--- src/rtl/regfile_pkg.sv ---
// Shared defines for the register file: rename tag width, ROB depth and
// architectural register geometry.
package regfile_pkg;

  localparam int ROB_WIDTH = 4;
  localparam int ROB_SIZE  = 2 ** ROB_WIDTH;
  localparam int XLEN      = 32;
  localparam int NUM_REGS  = 32;
  localparam int REG_IDX_W = 5;

endpackage

--- src/rtl/regfile_operand.sv ---
// Combinational operand resolve for one source register. It produces
// either a ready value or the ROB tag the operand must wait on. The priority
// is: x0, then an idle register, then a same-cycle commit bypass, then a
// value already written back into the ROB, and finally the dependency.
module regfile_operand
  import regfile_pkg::*;
(
  input  logic [REG_IDX_W-1:0] rs_i,
  input  logic [XLEN-1:0]      reg_val_i,
  input  logic                 reg_busy_i,
  input  logic [ROB_WIDTH-1:0] reg_tag_i,
  input  logic                 commit_en_i,
  input  logic [ROB_WIDTH-1:0] commit_rob_id_i,
  input  logic [XLEN-1:0]      commit_val_i,
  input  logic                 search_ready_i,
  input  logic [XLEN-1:0]      search_val_i,
  output logic [XLEN-1:0]      val_o,
  output logic                 has_dep_o,
  output logic [ROB_WIDTH-1:0] dep_o
);

  // Resolve the operand. Value and tag both stay 0 unless they are chosen.
  always_comb begin
    val_o     = '0;
    has_dep_o = 1'b0;
    dep_o     = '0;
    if (rs_i != '0) begin
      if (!reg_busy_i) begin
        val_o = reg_val_i;
      end else if (commit_en_i && (commit_rob_id_i == reg_tag_i)) begin
        val_o = commit_val_i;
      end else if (search_ready_i) begin
        val_o = search_val_i;
      end else begin
        has_dep_o = 1'b1;
        dep_o     = reg_tag_i;
      end
    end
  end

endmodule

--- src/rtl/regfile.sv ---
// Architectural register file with rename tags. Issue resolves rs1/rs2 to a
// value or a producing ROB tag and renames rd. Commit writes the retired
// value and clears busy only on an exact tag match. Clear drops all pending
// mappings. Lookups always see the pre-edge state.
module regfile
  import regfile_pkg::*;
(
  input  logic                 clk_in,
  input  logic                 rst_in,
  input  logic                 rdy_in,
  input  logic                 clear,
  input  logic                 dec_ready,
  input  logic [4:0]           dec_rs1,
  input  logic [4:0]           dec_rs2,
  input  logic [4:0]           dec_rd,
  input  logic [ROB_WIDTH-1:0] dec_rob_id,
  input  logic                 commit_en,
  input  logic [ROB_WIDTH-1:0] commit_rob_id,
  input  logic [4:0]           commit_reg_id,
  input  logic [31:0]          commit_val,
  output logic [ROB_WIDTH-1:0] search_rob_id_1,
  input  logic                 search_ready_1,
  input  logic [31:0]          search_val_1,
  output logic [ROB_WIDTH-1:0] search_rob_id_2,
  input  logic                 search_ready_2,
  input  logic [31:0]          search_val_2,
  output logic [31:0]          rs1_val,
  output logic                 rs1_has_dep,
  output logic [ROB_WIDTH-1:0] rs1_dep,
  output logic [31:0]          rs2_val,
  output logic                 rs2_has_dep,
  output logic [ROB_WIDTH-1:0] rs2_dep
);

  logic [XLEN-1:0]      val_q  [NUM_REGS];
  logic [XLEN-1:0]      val_d  [NUM_REGS];
  logic [ROB_WIDTH-1:0] tag_q  [NUM_REGS];
  logic [ROB_WIDTH-1:0] tag_d  [NUM_REGS];
  logic [NUM_REGS-1:0]  busy_q;
  logic [NUM_REGS-1:0]  busy_d;

  logic issue_en;
  logic commit_wr;

  // An instruction is renamed only when it issues, targets a real register
  // and no flush happens in the same cycle.
  assign issue_en  = dec_ready && (dec_rd != '0) && !clear;
  assign commit_wr = commit_en && (commit_reg_id != '0);

  // Next state: commit first, then clear, then issue. Issue therefore wins
  // over a commit busy-clear on the same register.
  always_comb begin
    val_d  = val_q;
    tag_d  = tag_q;
    busy_d = busy_q;
    if (commit_wr) begin
      val_d[commit_reg_id] = commit_val;
      // A younger producer keeps its mapping when the tag does not match.
      if (busy_q[commit_reg_id] && (tag_q[commit_reg_id] == commit_rob_id)) begin
        busy_d[commit_reg_id] = 1'b0;
      end
    end
    if (clear) begin
      busy_d = '0;
    end
    if (issue_en) begin
      busy_d[dec_rd] = 1'b1;
      tag_d[dec_rd]  = dec_rob_id;
    end
  end

  // State register. rdy_in low freezes everything.
  always_ff @(posedge clk_in or posedge rst_in) begin
    if (rst_in) begin
      busy_q <= '0;
      for (int i = 0; i < NUM_REGS; i++) begin
        val_q[i] <= '0;
        tag_q[i] <= '0;
      end
    end else if (rdy_in) begin
      busy_q <= busy_d;
      for (int i = 0; i < NUM_REGS; i++) begin
        val_q[i] <= val_d[i];
        tag_q[i] <= tag_d[i];
      end
    end
  end

  assign search_rob_id_1 = tag_q[dec_rs1];
  assign search_rob_id_2 = tag_q[dec_rs2];

  regfile_operand u_op1 (
    .rs_i            (dec_rs1),
    .reg_val_i       (val_q[dec_rs1]),
    .reg_busy_i      (busy_q[dec_rs1]),
    .reg_tag_i       (tag_q[dec_rs1]),
    .commit_en_i     (commit_en),
    .commit_rob_id_i (commit_rob_id),
    .commit_val_i    (commit_val),
    .search_ready_i  (search_ready_1),
    .search_val_i    (search_val_1),
    .val_o           (rs1_val),
    .has_dep_o       (rs1_has_dep),
    .dep_o           (rs1_dep)
  );

  regfile_operand u_op2 (
    .rs_i            (dec_rs2),
    .reg_val_i       (val_q[dec_rs2]),
    .reg_busy_i      (busy_q[dec_rs2]),
    .reg_tag_i       (tag_q[dec_rs2]),
    .commit_en_i     (commit_en),
    .commit_rob_id_i (commit_rob_id),
    .commit_val_i    (commit_val),
    .search_ready_i  (search_ready_2),
    .search_val_i    (search_val_2),
    .val_o           (rs2_val),
    .has_dep_o       (rs2_has_dep),
    .dep_o           (rs2_dep)
  );

endmodule

--- config.mk ---
export PLATFORM = sky130hd
export DESIGN_NAME = regfile
export DESIGN_NICKNAME = d
export VERILOG_FILES = /design/src/rtl/regfile_pkg.sv /design/src/rtl/regfile_operand.sv /design/src/rtl/regfile.sv
export SDC_FILE = /design/constraint.sdc
export NUM_CORES = 2
export LEC_CHECK = 0
export CAP_MARGIN = 5
export CORE_MARGIN = 2
export CORE_UTILIZATION = 42
export CTS_CLUSTER_SIZE = 8
export DETAILED_ROUTE_END_ITERATION = 12
export GPL_TIMING_DRIVEN = 0
export RECOVER_POWER = 100
export SLEW_MARGIN = 30
export SYNTH_ARGS = -nofsm -noshare
export SYNTH_HDL_FRONTEND = slang
export SYNTH_HIERARCHICAL = 1
export SYNTH_SLANG_ARGS = --single-unit
export TNS_END_PERCENT = 5
--- constraint.sdc ---
create_clock -name clk_in -period 86.1 [get_ports clk_in]
set_clock_uncertainty 0.15 [all_clocks]
set_input_delay 8.61 -clock clk_in [delete_from_list [all_inputs] [get_ports clk_in]]
set_output_delay 8.61 -clock clk_in [all_outputs]
set_load 0.01 [all_outputs]
# Word level (Yosys, flattened, before mapping)
# Cells that the tools add are included.
[word_totals]
ff_bits = 1184
elab_cells = 163
input_bits = 132
[op_classes]
order_cmp = 12
reduce_logical = 17
bitwise = 7
n_eq_ne = 3
muxes = 59
[op_table]
columns = ["cell", "count"]
rows = [
  ["bitwise mux 1024 bit", 1],
  ["two-way mux 32 bit", 17],
  ["binary-select mux 32 bit (select 5 bit)", 2],
  ["demux 32 bit (select 5 bit)", 1],
  ["bitwise mux 128 bit", 1],
  ["binary-select mux 4 bit (select 5 bit)", 3],
  ["two-way mux 4 bit", 15],
  ["AND 32 bit", 1],
  ["NOT 32 bit", 1],
  ["OR 32 bit", 1],
  ["greater-or-equal comparator 6 bit (second input constant)", 4],
  ["less-than comparator 5 x 6 -> 1 bit (second input constant)", 4],
  ["NOT 5 -> 6 bit", 4],
  ["demux 4 bit (select 5 bit)", 1],
  ["nonzero test 5 bit", 4],
  ["binary-select mux 1 bit (select 5 bit)", 3],
  ["two-way mux 1 bit", 13],
  ["equality test 4 bit", 3],
  ["less-than comparator 6 x 1 -> 1 bit (second input constant)", 2],
  ["demux 1 bit (select 5 bit)", 2],
  ["greater-or-equal comparator 5 x 1 -> 1 bit (second input constant)", 2],
  ["logical AND 1 bit", 10],
  ["AND reduction 2 bit", 2],
  ["zero test 1 bit", 1],
]

# Depth between registers and ports, before layout
[logic_depth]
ltp_word = 11
depth_mapped = 12

# Modules after synthesis
# Netlist, hierarchy kept.
[modules_own_cells]
columns = ["mod", "area_per_inst_um2", "cells_each", "n_inst"]
rows = [
  ["regfile", 64191.6, 3937, 1],
  ["regfile_operand", 1134.8, 173, 2],
]

# Worst setup path before layout
# No wires, ideal clock.
[synth_path]
path_kind = "input port to output port"
startpoint = "input dec_rs1[0]"
endpoint = "output rs1_val[10]"
path_buffers = 5
cell_stages = 12
slack_ps = 65603
t_arrival_ps = 11737
path_cell_list = "buf_2 > buf_2 > buf_1 > mux4_2 > mux4_2 > mux2_2 > xnor2_1 > and3_1 > buf_6 > buf_6 > nand3_1 > a31oi_1"
[synth_via]
elab_chain_cells = 9
[synth_rtl]
columns = ["item", "line", "source"]
rows = [
  ["start: declaration", "regfile.sv:13", "input logic [4:0] dec_rs1,"],
  ["NOT 5 -> 6 bit", "n/a", ""],
  ["binary-select mux 4 bit (select 5 bit)", "n/a", ""],
  ["two-way mux 4 bit (2 in series)", "n/a", ""],
  ["named net search_rob_id_1[2]", "regfile.sv:21", "output logic [ROB_WIDTH-1:0] search_rob_id_1,"],
  ["equality test 4 bit", "regfile_operand.sv:30", "end else if (commit_en_i && (commit_rob_id_i == reg_tag_i)) begin"],
  ["logical AND 1 bit", "regfile_operand.sv:30", ""],
  ["two-way mux 32 bit", "regfile_operand.sv:30", ""],
  ["two-way mux 32 bit", "regfile_operand.sv:28", "if (!reg_busy_i) begin"],
  ["two-way mux 32 bit", "regfile_operand.sv:27", "if (rs_i != '0) begin"],
  ["end: declaration", "regfile.sv:27", "output logic [31:0] rs1_val,"],
]
# The timed path passes the listed nets, and every way through them passes these cells. The select of a mux whose other input is x is not followed.

==> results.sh <==
export IMPL_synth_area_leaders="dfrtp_1, mux4_2, mux2_2"
export IMPL_relSlewSlack_pct=-225
export IMPL_syn_nets=4415
export IMPL_crit_fanout=85
export IMPL_cts_buffers_inserted=166
export IMPL_area_growth_pct=14.7
export IMPL_finalPower_mw=1.59
export IMPL_finalNetCount=4834
export IMPL_gp_congestion=0.989
export IMPL_final_cell_area_mm2=0.0762
export IMPL_synth_area_leader_cell="dfrtp_1"
export IMPL_clock_root_buffer="clkbuf_16"
export IMPL_power_frac_seq_pct=42.4
export IMPL_setup_viol=0
export IMPL_ys_warn_count=6
export IMPL_ys_types=58
export IMPL_io_buffer_count=208
export IMPL_wl_per_cell_um=40.7
export IMPL_cp_required_ns=85.79
export IMPL_synth_most_common_cell="dfrtp_1"
export IMPL_ys_ff_latch=1184
export IMPL_clk_path_buf_depth=3
export IMPL_synth_avg_cell_area_um2=15.5
export IMPL_dieArea_mm2=0.161
export IMPL_fmax_mhz=36.2
export IMPL_grt_max_degree=90
export IMPL_synth_top_area_share_pct=44.6
export IMPL_tightest_slew_ns=4.87
export IMPL_cp_start_kind="primary input"
export IMPL_vias=46700
export IMPL_timing_final_ws_setup_ns=58.48
export IMPL_rows=145
export IMPL_p_leak_nw=32.8
export IMPL_pwr_share_clk_pct=37.6
export IMPL_min_period_ns=27.62
export IMPL_slew_viol_final=1279
export IMPL_grt_antenna_before_repair=14
export IMPL_post_cts_buffers=0
export IMPL_initial_core_util_pct=42.4
export IMPL_whs_path_depth=1
export IMPL_grt_pass1_vias=46700
export IMPL_failed_checks="capacitance limit, slew limit"
export IMPL_netlist_instances=4283
export IMPL_clk_pin_slew_ns=0.05
export IMPL_core_area_mm2=0.157
export IMPL_place_area_mm2=0.0724
export IMPL_postRouteAntennaNets=0
export IMPL_r2r_cells=7
export IMPL_p_int_mw=1.14
export IMPL_die_w_um=402
export IMPL_io_pins=214
export IMPL_hold_violations=0
export IMPL_cts_hold_buf=0
export IMPL_power_density_mw_per_mm2=20.9
export IMPL_tns_ns=0
export IMPL_gr_total_overflow=0
export IMPL_outcome="complete, but fails checks"
export IMPL_synthesis_area_mm2=0.0665
export IMPL_route_detailed_drc=0
export IMPL_post_place_ws_ns=62.49
export IMPL_worstReg2RegStart="tag_q[110]$_DFFE_PP0P_"
export IMPL_cap_violations=21
export IMPL_timing_rr_end="busy_q[11]$_DFFE_PP0P_"
export IMPL_post_cts_resized=0
export IMPL_synth_commonest_cells="dfrtp_1, mux2_2, mux4_2"
export IMPL_synth_edf_count=0
export IMPL_combPwrFrac_pct=20.0
export IMPL_synthArstFlopShare_pct=100
export IMPL_post_route_period_util_pct=32.1
export IMPL_grt_pass1_wl_mm=380
export IMPL_p_sw_share_pct=28.4
export IMPL_worstHoldEndpoint="val_q[1019]$_DFFE_PP0P_"
export IMPL_critical_path_arrival_ns=27.31
export IMPL_ys_seq_area_share_pct=44.6
export IMPL_worstHoldStart="val_q[1019]$_DFFE_PP0P_"
export IMPL_crit_path_end_kind="asynchronous set/reset pin"
export IMPL_clk_latency_ns=0.82
export IMPL_hp_class="register to register"
export IMPL_rsz0062_at_grt="false"
export IMPL_routed_wl_mm=276
export IMPL_hpwl_mm=195
export IMPL_ir_drop_uv=17.5
export IMPL_cts_tree="built"
export IMPL_r2r_setup_slack_ns=82.55
export IMPL_worstSetupPathType="primary input to asynchronous set/reset pin"
export IMPL_die_h_um=402
export IMPL_p_sw_mw=0.453
export IMPL_track_usage_pct=34.1
export IMPL_htreeDepth=4
export IMPL_routed_via_density=6.89
export IMPL_clkSinkCount=1184
export IMPL_whs_ns=0.324
export IMPL_firstDrtPassIters=8
export IMPL_drt_iter0_markers=5591
export IMPL_drive_above_1_share_pct=50.2
export IMPL_ys_flop_type="dfrtp_1"
-- state kept, by name, indices dropped and copies added (netlist names) --
name	cells
busy_q	32
tag_q	128
val_q	1024
-- worst max path at each step --
stage                                   to  startpoint  cells past startpoint  slack [ns]
finish              val_q[652]$_DFFE_PP0P_      rst_in                      7       58.48
global route        val_q[525]$_DFFE_PP0P_      rst_in                      7       54.96
CTS                             rs1_val[2]  dec_rs1[1]                     13       62.45
detailed placement              rs1_val[2]  dec_rs1[1]                     13       62.49
global placement    val_q[653]$_DFFE_PP0P_      rst_in                      2       28.85
floorplan            busy_q[0]$_DFFE_PP0P_      rst_in                      1       43.99
-- critical path, cell delays in order --
cell,delay [ns]
dlygate4sd3_1,0.54
clkinvlp_2,1.25
clkbuf_1,3.07
clkbuf_1,3.21
clkbuf_1,3.54
clkbuf_1,3.42
clkbuf_1,3.34
-- cell type report --
cell class	instances	area (µm²)
inverter	5	20.0
clock buffer	174	4280
antenna	4	10.0
multi-input combinational	2588	34300
buffer	506	2440
tap	2058	2570
clock inverter	8	130
fill	13600	80500
timing repair buffer	251	2810
sequential	1184	29600
-- power by group through the flow --
stage / Sequential, mW / Combinational [mW] / Clock (mW)
after global placement: 0.679 / 0.307 / 0
after CTS: 0.672 / 0.319 / 0.601
after global routing: 0.683 / 0.329 / 0.624
final: 0.676 / 0.318 / 0.598
after floorplan: 0.667 / 0.210 / 0
after detailed placement: 0.681 / 0.317 / 0
-- routing by layer --
metal / routed length (µm) / global-route usage [%] / vias to the layer above / share of wire [%]
met5: 141 / 0.416 / - / 0.051
met1: 106000 / 44.8 / 25400 / 39
met3: 31300 / 11.3 / 760 / 11
met4: 17000 / 18.0 / 10 / 6.2
met2: 121000 / 50.1 / 2964 / 44
li1: - / - / 17600 / -
-- per-stage QoR --
stage,std cells,utilization (%)
finish,6778,48.6
global placement,6549,45.4
CTS,6774,49.0
floorplan,4283,-
global route,6775,48.6
detailed placement,6592,46.2
-- layout by cell type, fill, tap and decap left out, types with 18 or more instances in the layout --
cell type and instances:
nand2_1 85, nor4_1 18, nand3_1 73, dfrtp_1 1184, mux2_2 1176, buf_16 20, o211ai_1 65, a31oi_1 66
mux2i_1 39, buf_6 23, clkdlybuf4s50_1 141, dlygate4sd3_1 67, o21ai_0 95, nor3_1 22, a21oi_1 19, clkbuf_1 311
clkbuf_16 170, buf_2 97, nor2_1 49, mux4_2 752, clkbuf_2 73
-- cells by family (layout without fill, tap and decap cells) --
group	count (synthesis)	after routing	synth area share, %
and+or+nand+nor	306	306	2.31
buffers and inverters	511	944	3.74
other	0	4	0
muxes	1978	1978	46.3
AOI/OAI and AO/OA	292	292	2.88
DFF	1184	1184	44.6
xor gates and xnor gates	12	12	0.169
No activity file was read; power rests on OpenSTA's default activity.
